### config.mk
export PLATFORM = sky130hd
export DESIGN_NAME = pc_fetch_ctrl
export DESIGN_NICKNAME = d
export VERILOG_FILES = /design/src/rtl/mips_pkg.sv /design/src/rtl/fetch_fifo.sv /design/src/rtl/pc_fetch_ctrl.sv
export SDC_FILE = /design/constraint.sdc
export NUM_CORES = 1
export LEC_CHECK = 0
export BUFFER_PORTS_ARGS = -buffer_cell sky130_fd_sc_hd__buf_2
export CAP_MARGIN = 20
export CORE_MARGIN = 10
export CORE_UTILIZATION = 30
export CTS_CLUSTER_DIAMETER = 100
export DETAILED_ROUTE_END_ITERATION = 8
export PLACE_DENSITY = 0.48
export SLEW_MARGIN = 20
export SYNTH_ARGS = -nofsm -noshare
export SYNTH_HDL_FRONTEND = slang
export SYNTH_HIERARCHICAL = 1
export SYNTH_SLANG_ARGS = --single-unit
### constraint.sdc
create_clock -name clk -period 12.2 [get_ports clk]
set_clock_uncertainty 0.05 [all_clocks]
set_input_delay 2.44 -clock clk [delete_from_list [all_inputs] [get_ports clk]]
set_output_delay 2.44 -clock clk [all_outputs]
set_load 0.02 [all_outputs]
### src/rtl/mips_pkg.sv
// ---------------------------------------------------------------------------
// mips_pkg
//   Shared definitions for the instruction-fetch front end.
//   - DATA_W        : address / instruction width
//   - RESET_PC      : architectural PC after reset (boot ROM vector)
//   - fetch_state_e : fetch FSM states
//   - fetch_entry_t : {pc, instr} pair handed from fetch to decode
// ---------------------------------------------------------------------------
package mips_pkg;

    localparam int                DATA_W   = 32;
    localparam logic [DATA_W-1:0] RESET_PC = 32'hBFC0_0000;

    typedef enum logic [1:0] {
        ST_IDLE  = 2'd0,   // one cycle after reset release
        ST_ISSUE = 2'd1,   // presenting (or waiting for credit to present) a request
        ST_WAIT  = 2'd2    // one request granted, response not yet returned
    } fetch_state_e;

    typedef struct packed {
        logic [DATA_W-1:0] pc;
        logic [DATA_W-1:0] instr;
    } fetch_entry_t;

endpackage

### src/rtl/fetch_fifo.sv
// ---------------------------------------------------------------------------
// fetch_fifo
//   Small synchronous FIFO between fetch and decode, with a single-cycle
//   flush used when the front end is redirected.
// Ports
//   clk        in   1      clock
//   rst        in   1      asynchronous, active-high reset
//   flush      in   1      drop all entries (wins over push/pop)
//   push       in   1      write push_data at the tail
//   push_data  in   WIDTH  entry to write
//   pop        in   1      remove the head entry
//   head_data  out  WIDTH  current head entry (valid when count != 0)
//   count      out  CNT_W  current occupancy
//   count_next out  CNT_W  occupancy after this cycle's push/pop/flush
// ---------------------------------------------------------------------------
module fetch_fifo #(
    parameter int WIDTH = 64,
    parameter int DEPTH = 2,
    localparam int PTR_W = $clog2(DEPTH),
    localparam int CNT_W = $clog2(DEPTH) + 1
) (
    input  logic             clk,
    input  logic             rst,
    input  logic             flush,
    input  logic             push,
    input  logic [WIDTH-1:0] push_data,
    input  logic             pop,
    output logic [WIDTH-1:0] head_data,
    output logic [CNT_W-1:0] count,
    output logic [CNT_W-1:0] count_next
);

    localparam logic [CNT_W-1:0] DEPTH_C = CNT_W'(DEPTH);

    logic [WIDTH-1:0] mem_q [DEPTH];
    logic [PTR_W-1:0] wr_ptr_q, wr_ptr_d;
    logic [PTR_W-1:0] rd_ptr_q, rd_ptr_d;
    logic [CNT_W-1:0] count_q;
    logic             push_ok;
    logic             pop_ok;

    // A push into a full FIFO is only accepted when the head leaves the same cycle.
    assign pop_ok  = pop  && (count_q != '0);
    assign push_ok = push && ((count_q != DEPTH_C) || pop_ok);

    always_comb begin
        // NOTE: every signal gets a default first so no path leaves it unassigned (no latch).
        wr_ptr_d   = wr_ptr_q;
        rd_ptr_d   = rd_ptr_q;
        count_next = count_q;
        if (flush) begin
            wr_ptr_d   = '0;
            rd_ptr_d   = '0;
            count_next = '0;
        end else begin
            // Pointers wrap naturally because DEPTH is a power of two.
            if (push_ok) wr_ptr_d = wr_ptr_q + PTR_W'(1);
            if (pop_ok)  rd_ptr_d = rd_ptr_q + PTR_W'(1);
            count_next = count_q + CNT_W'(push_ok) - CNT_W'(pop_ok);
        end
    end

    always_ff @(posedge clk or posedge rst) begin
        if (rst) begin
            // NOTE: sequential state uses non-blocking assignments so all flops update together.
            wr_ptr_q <= '0;
            rd_ptr_q <= '0;
            count_q  <= '0;
        end else begin
            wr_ptr_q <= wr_ptr_d;
            rd_ptr_q <= rd_ptr_d;
            count_q  <= count_next;
        end
    end

    // NOTE: storage is deliberately not reset; count gates every read, so stale data is never used.
    always_ff @(posedge clk) begin
        if (push_ok && !flush) begin
            mem_q[wr_ptr_q] <= push_data;
        end
    end

    assign head_data = mem_q[rd_ptr_q];
    assign count     = count_q;

endmodule

### src/rtl/pc_fetch_ctrl.sv
// ---------------------------------------------------------------------------
// pc_fetch_ctrl
//   Holds the architectural PC, issues instruction fetches over a req/gnt +
//   rvalid handshake (one request in flight at most), and queues {pc, instr}
//   pairs for decode. A redirect flushes queued and in-flight wrong-path work.
// Ports
//   clk          in   1       clock
//   rst          in   1       asynchronous, active-high reset
//   pcnext       in   DATA_W  next PC from the next-PC mux
//   redirect     in   1       pcnext is non-sequential: flush and refetch
//   pc           out  DATA_W  current fetch PC (feeds the next-PC mux)
//   imem_req     out  1       fetch request valid
//   imem_addr    out  DATA_W  fetch address (== pc)
//   imem_gnt     in   1       request accepted this cycle
//   imem_rvalid  in   1       response valid (in order, >=1 cycle after gnt)
//   imem_rdata   in   DATA_W  fetched instruction
//   id_valid     out  1       decode FIFO head valid
//   id_instr     out  DATA_W  head instruction
//   id_pc        out  DATA_W  head PC
//   id_ready     in   1       decode consumes the head this cycle
// ---------------------------------------------------------------------------
module pc_fetch_ctrl #(
    parameter int                DATA_W     = mips_pkg::DATA_W,
    parameter logic [DATA_W-1:0] RESET_PC   = mips_pkg::RESET_PC,
    parameter int                FIFO_DEPTH = 2
) (
    input  logic              clk,
    input  logic              rst,
    input  logic [DATA_W-1:0] pcnext,
    input  logic              redirect,
    output logic [DATA_W-1:0] pc,
    output logic              imem_req,
    output logic [DATA_W-1:0] imem_addr,
    input  logic              imem_gnt,
    input  logic              imem_rvalid,
    input  logic [DATA_W-1:0] imem_rdata,
    output logic              id_valid,
    output logic [DATA_W-1:0] id_instr,
    output logic [DATA_W-1:0] id_pc,
    input  logic              id_ready
);

    import mips_pkg::*;

    localparam int               CNT_W   = $clog2(FIFO_DEPTH) + 1;
    localparam int               ENTRY_W = 2 * DATA_W;
    localparam logic [CNT_W-1:0] DEPTH_C = CNT_W'(FIFO_DEPTH);

    fetch_state_e       state_q, state_d;
    logic [DATA_W-1:0]  pc_q, pc_d;
    logic [DATA_W-1:0]  tag_q, tag_d;     // address of the request in flight
    logic               req_q, req_d;
    logic               drop_q, drop_d;   // in-flight response belongs to a flushed path

    logic               gnt_fire;
    logic               rsp;
    logic               push;
    logic               pop;
    logic [CNT_W-1:0]   fifo_count;
    logic [CNT_W-1:0]   fifo_count_next;
    logic [ENTRY_W-1:0] fifo_head;

    // Responses are only meaningful while a request is in flight; anything
    // arriving in IDLE/ISSUE (e.g. a late beat across a reset) is ignored.
    assign gnt_fire = req_q && imem_gnt;
    assign rsp      = (state_q == ST_WAIT) && imem_rvalid;
    assign push     = rsp && !drop_q && !redirect;
    assign pop      = id_valid && id_ready && !redirect;

    always_comb begin
        state_d = state_q;
        pc_d    = pc_q;
        tag_d   = tag_q;
        drop_d  = drop_q;

        case (state_q)
            ST_IDLE:  state_d = ST_ISSUE;
            ST_ISSUE: if (gnt_fire) state_d = ST_WAIT;
            ST_WAIT:  if (rsp)      state_d = ST_ISSUE;
            default:  state_d = ST_IDLE;
        endcase

        // The address only moves on acceptance or redirect, which keeps
        // imem_addr stable while a request waits for its grant.
        if (redirect || gnt_fire) pc_d  = pcnext;
        if (gnt_fire)             tag_d = pc_q;

        if (redirect) begin
            // Mark the response to discard if one is still to come: either the
            // request just granted, or an older one that is not returning now.
            drop_d = gnt_fire || ((state_q == ST_WAIT) && !rsp);
        end else if (rsp) begin
            drop_d = 1'b0;
        end

        // Issue credit: only ask when the FIFO will have room for the reply.
        // Using next-cycle occupancy lets a pop re-enable the request at once.
        req_d = (state_d == ST_ISSUE) && (fifo_count_next < DEPTH_C);
    end

    always_ff @(posedge clk or posedge rst) begin
        if (rst) begin
            state_q <= ST_IDLE;
            pc_q    <= RESET_PC;
            tag_q   <= '0;
            req_q   <= 1'b0;
            drop_q  <= 1'b0;
        end else begin
            state_q <= state_d;
            pc_q    <= pc_d;
            tag_q   <= tag_d;
            req_q   <= req_d;
            drop_q  <= drop_d;
        end
    end

    fetch_fifo #(
        .WIDTH (ENTRY_W),
        .DEPTH (FIFO_DEPTH)
    ) u_fifo (
        .clk        (clk),
        .rst        (rst),
        .flush      (redirect),
        .push       (push),
        .push_data  ({tag_q, imem_rdata}),
        .pop        (pop),
        .head_data  (fifo_head),
        .count      (fifo_count),
        .count_next (fifo_count_next)
    );

    assign pc               = pc_q;
    assign imem_req         = req_q;
    assign imem_addr        = pc_q;
    assign id_valid         = (fifo_count != '0);
    assign {id_pc, id_instr} = fifo_head;

endmodule

; Word level (Yosys, flattened, before mapping)
; Memories as Yosys holds them, arrays and structs flattened.
; Index checks and enable logic that the tools add are counted.
[totals]
register_bits = 72
ramBits = 128
romBits = 0
latchBits = 0
output_inout_bits = 130
mem_count = 1
[mem_list]
columns = name, depth, width, read_ports, rd_clocked_by_memory_dff, write_ports, line
row1 = u_fifo.mem_q, 2, 64, 1, 0, 1, fetch_fifo.sv:35  ; logic [WIDTH-1:0] mem_q [DEPTH];
[op_classes]
addsub = 4
shifts = 0
n_lt_le_gt_ge = 1
n_mul = 0
n_div = 0
eq_ne = 4
bitwise = 0
n_reduce_logical = 22
mux = 12
[ops]
columns = operator, n
row1 = $logic_and A1 B1 Y1, 11
row2 = $mux W1, 8
row3 = $reduce_bool A2 Y1, 4
row4 = $mux W2, 3
row5 = $pmux W2 S3, 1
row6 = $eq A2 B1 Y1 const B, 2
row7 = $logic_not A1 Y1, 3
row8 = $logic_or A1 B1 Y1, 3
row9 = $add A1 B1 Y1 const B, 2
row10 = $add A2 B1 Y2, 1
row11 = $eq A2 B2 Y1 const B, 1
row12 = $logic_not A2 Y1, 1
row13 = $lt A2 B2 Y1 const B, 1
row14 = $ne A2 B2 Y1 const B, 1
row15 = $sub A2 B1 Y2, 1

; Logic depth before layout (Yosys ltp)
[logic_depth]
depth_word = 11
ltp_mapped = 9
mapped_depth_nobuf = 9

; Cells and area by module
; Netlist, hierarchy kept.
[modules_own_cells]
columns = module, n_inst, area_each_um2, cells_per_inst
row1 = fetch_fifo, 1, 4874.7, 221
row2 = pc_fetch_ctrl, 1, 3005.4, 256

; Worst setup path before layout
; Ideal clock, no wire load.
[synth_path]
path_type = input port to flip-flop
startpoint = input redirect
endpoint = memory u_fifo.mem_q[1][0], enable pin
setup_slack_ns = 4.033
t_arrival_ns = 7.538
path_stages = 4
path_cell_list = nor2_1 > and3_1 > o31ai_4 > nor3b_1
[synth_via]
word_cells_on_any_way = 9
classes_between = mux: 2 / reduce/logical: 7
[synth_rtl]
columns = element, line
row1 = "start, declared", pc_fetch_ctrl.sv:30  ; input logic redirect,
row2 = $logic_not A1 Y1, pc_fetch_ctrl.sv:67  ; assign push = rsp && !drop_q && !redirect;
row3 = $logic_and A1 B1 Y1, pc_fetch_ctrl.sv:67
row4 = net push, pc_fetch_ctrl.sv:57  ; logic push;
row5 = $logic_and A1 B1 Y1, fetch_fifo.sv:44  ; assign push_ok = push && ((count_q != DEPTH_C) || pop_ok);
row6 = $logic_and A1 B1 Y1, fetch_fifo.sv:78  ; if (push_ok && !flush) begin
row7 = $mux W1, fetch_fifo.sv:78
row8 = $mux W1 (implied by the code), fetch_fifo.sv:79  ; mem_q[wr_ptr_q] <= push_data;
row9 = "end, declared", fetch_fifo.sv:35
; The timed path passes the listed nets, and every way through them passes these cells.

; Worst setup path in the final report
[layout_path]
startpoint = register u_fifo.rd_ptr_q
endpoint = output id_pc[30]
[layout_via]
elab_chain_len = 1
[layout_lines]
columns = element, line
row1 = "start, declared", fetch_fifo.sv:37  ; logic [PTR_W-1:0] rd_ptr_q, rd_ptr_d;
row2 = "start signal, assigned", fetch_fifo.sv:71  ; rd_ptr_q <= rd_ptr_d;
row3 = $mem_v2 Z2 W64, --
row4 = "end, declared", pc_fetch_ctrl.sv:39  ; output logic [DATA_W-1:0] id_pc,
; Every way passes these cells.

==> impl_metrics.tcl <==
set metrics [dict create \
    run_status "completed" \
    n_fill_cell 2525 \
    min_path_type "reg2reg" \
    fp.dieArea_um2 33100 \
    drtPass1Iterations 4 \
    cts_tree "built" \
    share_of_post_route_cells_with_drive_strength_above_1 0.448 \
    clk_pin_slew_ns 0.08 \
    static_leakage_uw 0.00401 \
    ys_seq_area_frac 0.718 \
    cts_setup_buffers 0 \
    grt.busiest_layer "met2" \
    fin_nets 724 \
    cp-endpoint "id_pc[30]" \
    startpoint_of_the_worst_register_to_register_path "u_fifo/count[1]" \
    place_hpwl_um 11700 \
    setup_viol 0 \
    post_layout_nonfiller_instances 1000 \
    insertion_delay_ns 0.42 \
    grt-ovfl-total 0 \
    met1_usage 0.136 \
    global_route.usage.met2 0.162 \
    cts_num_sinks 200 \
    gp_routability_congestion 0.713 \
    placeableCoreArea_um2 26000 \
    die-height_um 182 \
    cts.hold.buffers_added 0 \
    synth-warning-count 6 \
    cts.root.buffer_cell "sky130_fd_sc_hd__clkbuf_16" \
    num_io_pins 200 \
    clock_path_buffers 2 \
    synth_nets 549 \
    grt_util_met3 0.0368 \
    synth-seq-cells 200 \
    total_standard_cell_area_after_synthesis_um2 7880 \
    stdcell_area_um2 9530 \
    final.min_clock_period_ns 4.63 \
    tightest_slew_ns 0.954 \
    reg2regPathDepth 9 \
    syn-instance-count 477 \
    max-vdd-ir-drop_uv 114 \
    crit_fanout 65 \
    crit_path_start "u_fifo/rd_ptr_q" \
    crit_path_end_kind "output port" \
    final_core_util 0.367 \
    detailed_route_vias_per_instance 4.23 \
    post_cts_resized 0 \
    detail_route.drc_violations 0 \
    start_util 0.303 \
    powerDensity_nw_per_um2 179 \
    synthDistinctLibCells 33 \
    cp.required_ns 9.71 \
    rsz0062_at_grt "no" \
    regArea_um2 5660 \
    ant_nets 0 \
    gr-usage-all-layers 0.104 \
    cts_inserted_buffers 17 \
    rrSetupSlack_ns 9.94 \
    number_of_global_route_vias_before_repair 4857 \
    placement.cell_area_um2 8950 \
    vias 4226 \
    cell_rows 59 \
    antenna_cells 0 \
    total_power_uw 1710 \
    slew_viol_final 0 \
    finalWirelength_um 17200 \
    timing.fmax_mhz 216 \
    initialDrtViolationCount 243 \
    multi_input_gate_area_in_the_final_layout_um2 1810 \
    timing.max_cap.violations 0 \
    setup_tns_after_final_layout_ns 0 \
    cp-start-kind "register" \
    reg2reg_to "imem_req" \
    grt_start_max_net_pins 69 \
    cp.arrival_ns 2.14 \
    initial_antenna_violation_count 0 \
    die_width_um 182 \
    finalHoldViolCount 0 \
    drt-wirelength-per-cell_um 17.2 \
    finalCritPeriodShare 0.380 \
    h-tree-depth 4 \
    area.growth.synth_to_final_pct 21.0 \
    grt_pass1_wl_um 27300 \
    critical_path_class "reg2out" \
    worst_slew_margin_rel 0.364 \
    syn_avg_cell_area_um2 16.5 \
    buffer_ports.inserted 199 \
    numPlacedInstances 968 \
]
[worst min path at each step]
stage              start             endpoint  slack [ns]  cells past startpoint
6_report       tag_q[16]  u_fifo/mem_q[1][48]        0.41                      0
4_1_cts        tag_q[16]  u_fifo/mem_q[1][48]        0.42                      0
3_3_place_gp    tag_q[5]  u_fifo/mem_q[0][37]        0.40                      0
3_5_place_dp    tag_q[9]  u_fifo/mem_q[0][41]        0.41                      0
2_1_floorplan   tag_q[0]  u_fifo/mem_q[0][32]        0.39                      0
5_1_grt        tag_q[19]  u_fifo/mem_q[1][51]        0.44                      0
[layout make-up]
cell class | instances | share of cell area
Sequential cell | 200 | 0.594
Multi-Input combinational cell | 224 | 0.190
Timing Repair Buffer | 205 | 0.109
Clock buffer | 18 | 0.0450
Tap cell | 335 | 0.0440
Clock inverter | 14 | 0.0160
Inverter | 4 | 0.00158
[where the power goes]
group | total [uW] | internal, uW | switching (uW)
Combinational | 249 | 98.1 | 151
Sequential | 900 | 837 | 63.0
Clock | 559 | 291 | 268
Total | 1710 | 1230 | 482
[cell usage in the layout, fill, tap and decap left out, drive strengths merged, types with 2 or more instances in the layout]
master	n
clkbuf	18
nor2b	5
inv	12
o22ai	2
xnor2	2
dfrtp	63
mux2	97
dfstp	9
nand2	99
clkinvlp	2
buf	205
edfxtp	128
clkinv	3
ha	2
nor2	5
[state kept, by name (all words and copies together), names as in the netlist]
register / flops
u_fifo/count: 2
imem_req: 1
state_q: 2
imem_addr: 32
u_fifo/rd_ptr_q: 1
u_fifo/mem_q: 128
drop_q: 1
tag_q: 32
u_fifo/wr_ptr_q: 1
[cell families (layout without fill, tap and decap cells)]
family,count (synthesis),after routing,synth area share
XOR/XNOR,3,3,0.00334
adder cells (fa/ha/maj),2,2,0.00318
AND/OR/NAND/NOR,116,116,0.0618
flip-flops,200,200,0.718
multiplexers,97,97,0.153
buffers and inverters,53,241,0.0532
AO/OA/AOI/OAI,6,6,0.00730
[cells in the mapped netlist]
cell / n / share of area
sky130_fd_sc_hd__and2_4: 1 / 0.0011
sky130_fd_sc_hd__xnor2_1: 2 / 0.0022
sky130_fd_sc_hd__nor2_8: 1 / 0.0025
sky130_fd_sc_hd__mux2_4: 31 / 0.059
sky130_fd_sc_hd__clkbuf_1: 2 / 0.00095
sky130_fd_sc_hd__buf_12: 3 / 0.0076
sky130_fd_sc_hd__a31o_2: 1 / 0.0011
sky130_fd_sc_hd__mux2_1: 55 / 0.079
sky130_fd_sc_hd__or2_2: 1 / 0.00079
sky130_fd_sc_hd__buf_1: 1 / 0.00048
sky130_fd_sc_hd__nor3_1: 1 / 0.00063
sky130_fd_sc_hd__nor3b_1: 1 / 0.00095
sky130_fd_sc_hd__mux2_2: 11 / 0.016
sky130_fd_sc_hd__and3b_1: 1 / 0.0011
sky130_fd_sc_hd__nor2_1: 4 / 0.0019
sky130_fd_sc_hd__buf_6: 6 / 0.0086
sky130_fd_sc_hd__buf_4: 32 / 0.030
sky130_fd_sc_hd__xor2_1: 1 / 0.0011
sky130_fd_sc_hd__ha_1: 2 / 0.0032
sky130_fd_sc_hd__o21a_2: 1 / 0.0011
sky130_fd_sc_hd__a31oi_1: 1 / 0.00079
sky130_fd_sc_hd__nor2b_1: 5 / 0.0040
sky130_fd_sc_hd__and3_1: 1 / 0.00079
sky130_fd_sc_hd__buf_2: 5 / 0.0032
sky130_fd_sc_hd__o22ai_1: 2 / 0.0016
sky130_fd_sc_hd__dfstp_2: 9 / 0.030
sky130_fd_sc_hd__inv_2: 1 / 0.00048
sky130_fd_sc_hd__o31ai_4: 1 / 0.0027
sky130_fd_sc_hd__nand2_1: 99 / 0.047
sky130_fd_sc_hd__nand2b_1: 1 / 0.00079
sky130_fd_sc_hd__dfrtp_1: 63 / 0.20
sky130_fd_sc_hd__edfxtp_1: 128 / 0.49
sky130_fd_sc_hd__inv_1: 3 / 0.0014
[worst max-delay path, cell delays in order, from the launching register on]
cell and delay, ns:
sky130_fd_sc_hd__dfrtp_4 1.05, sky130_fd_sc_hd__mux2_1 0.44, sky130_fd_sc_hd__buf_2 0.18
[through the flow]
stage	setup slack (ns)	hold WS, ns
floorplan	4.03	0.392
global placement	7.97	0.398
detailed placement	7.92	0.406
CTS	7.49	0.422
global route	7.43	0.441
finish	7.57	0.412
[per-layer routing]
metal	vias to the layer above	share of wire
met5	-	0
met4	0	0.0072
met3	6	0.062
met2	119	0.46
met1	2097	0.47
li1	2004	-
(Power assumes the default switching activity.)
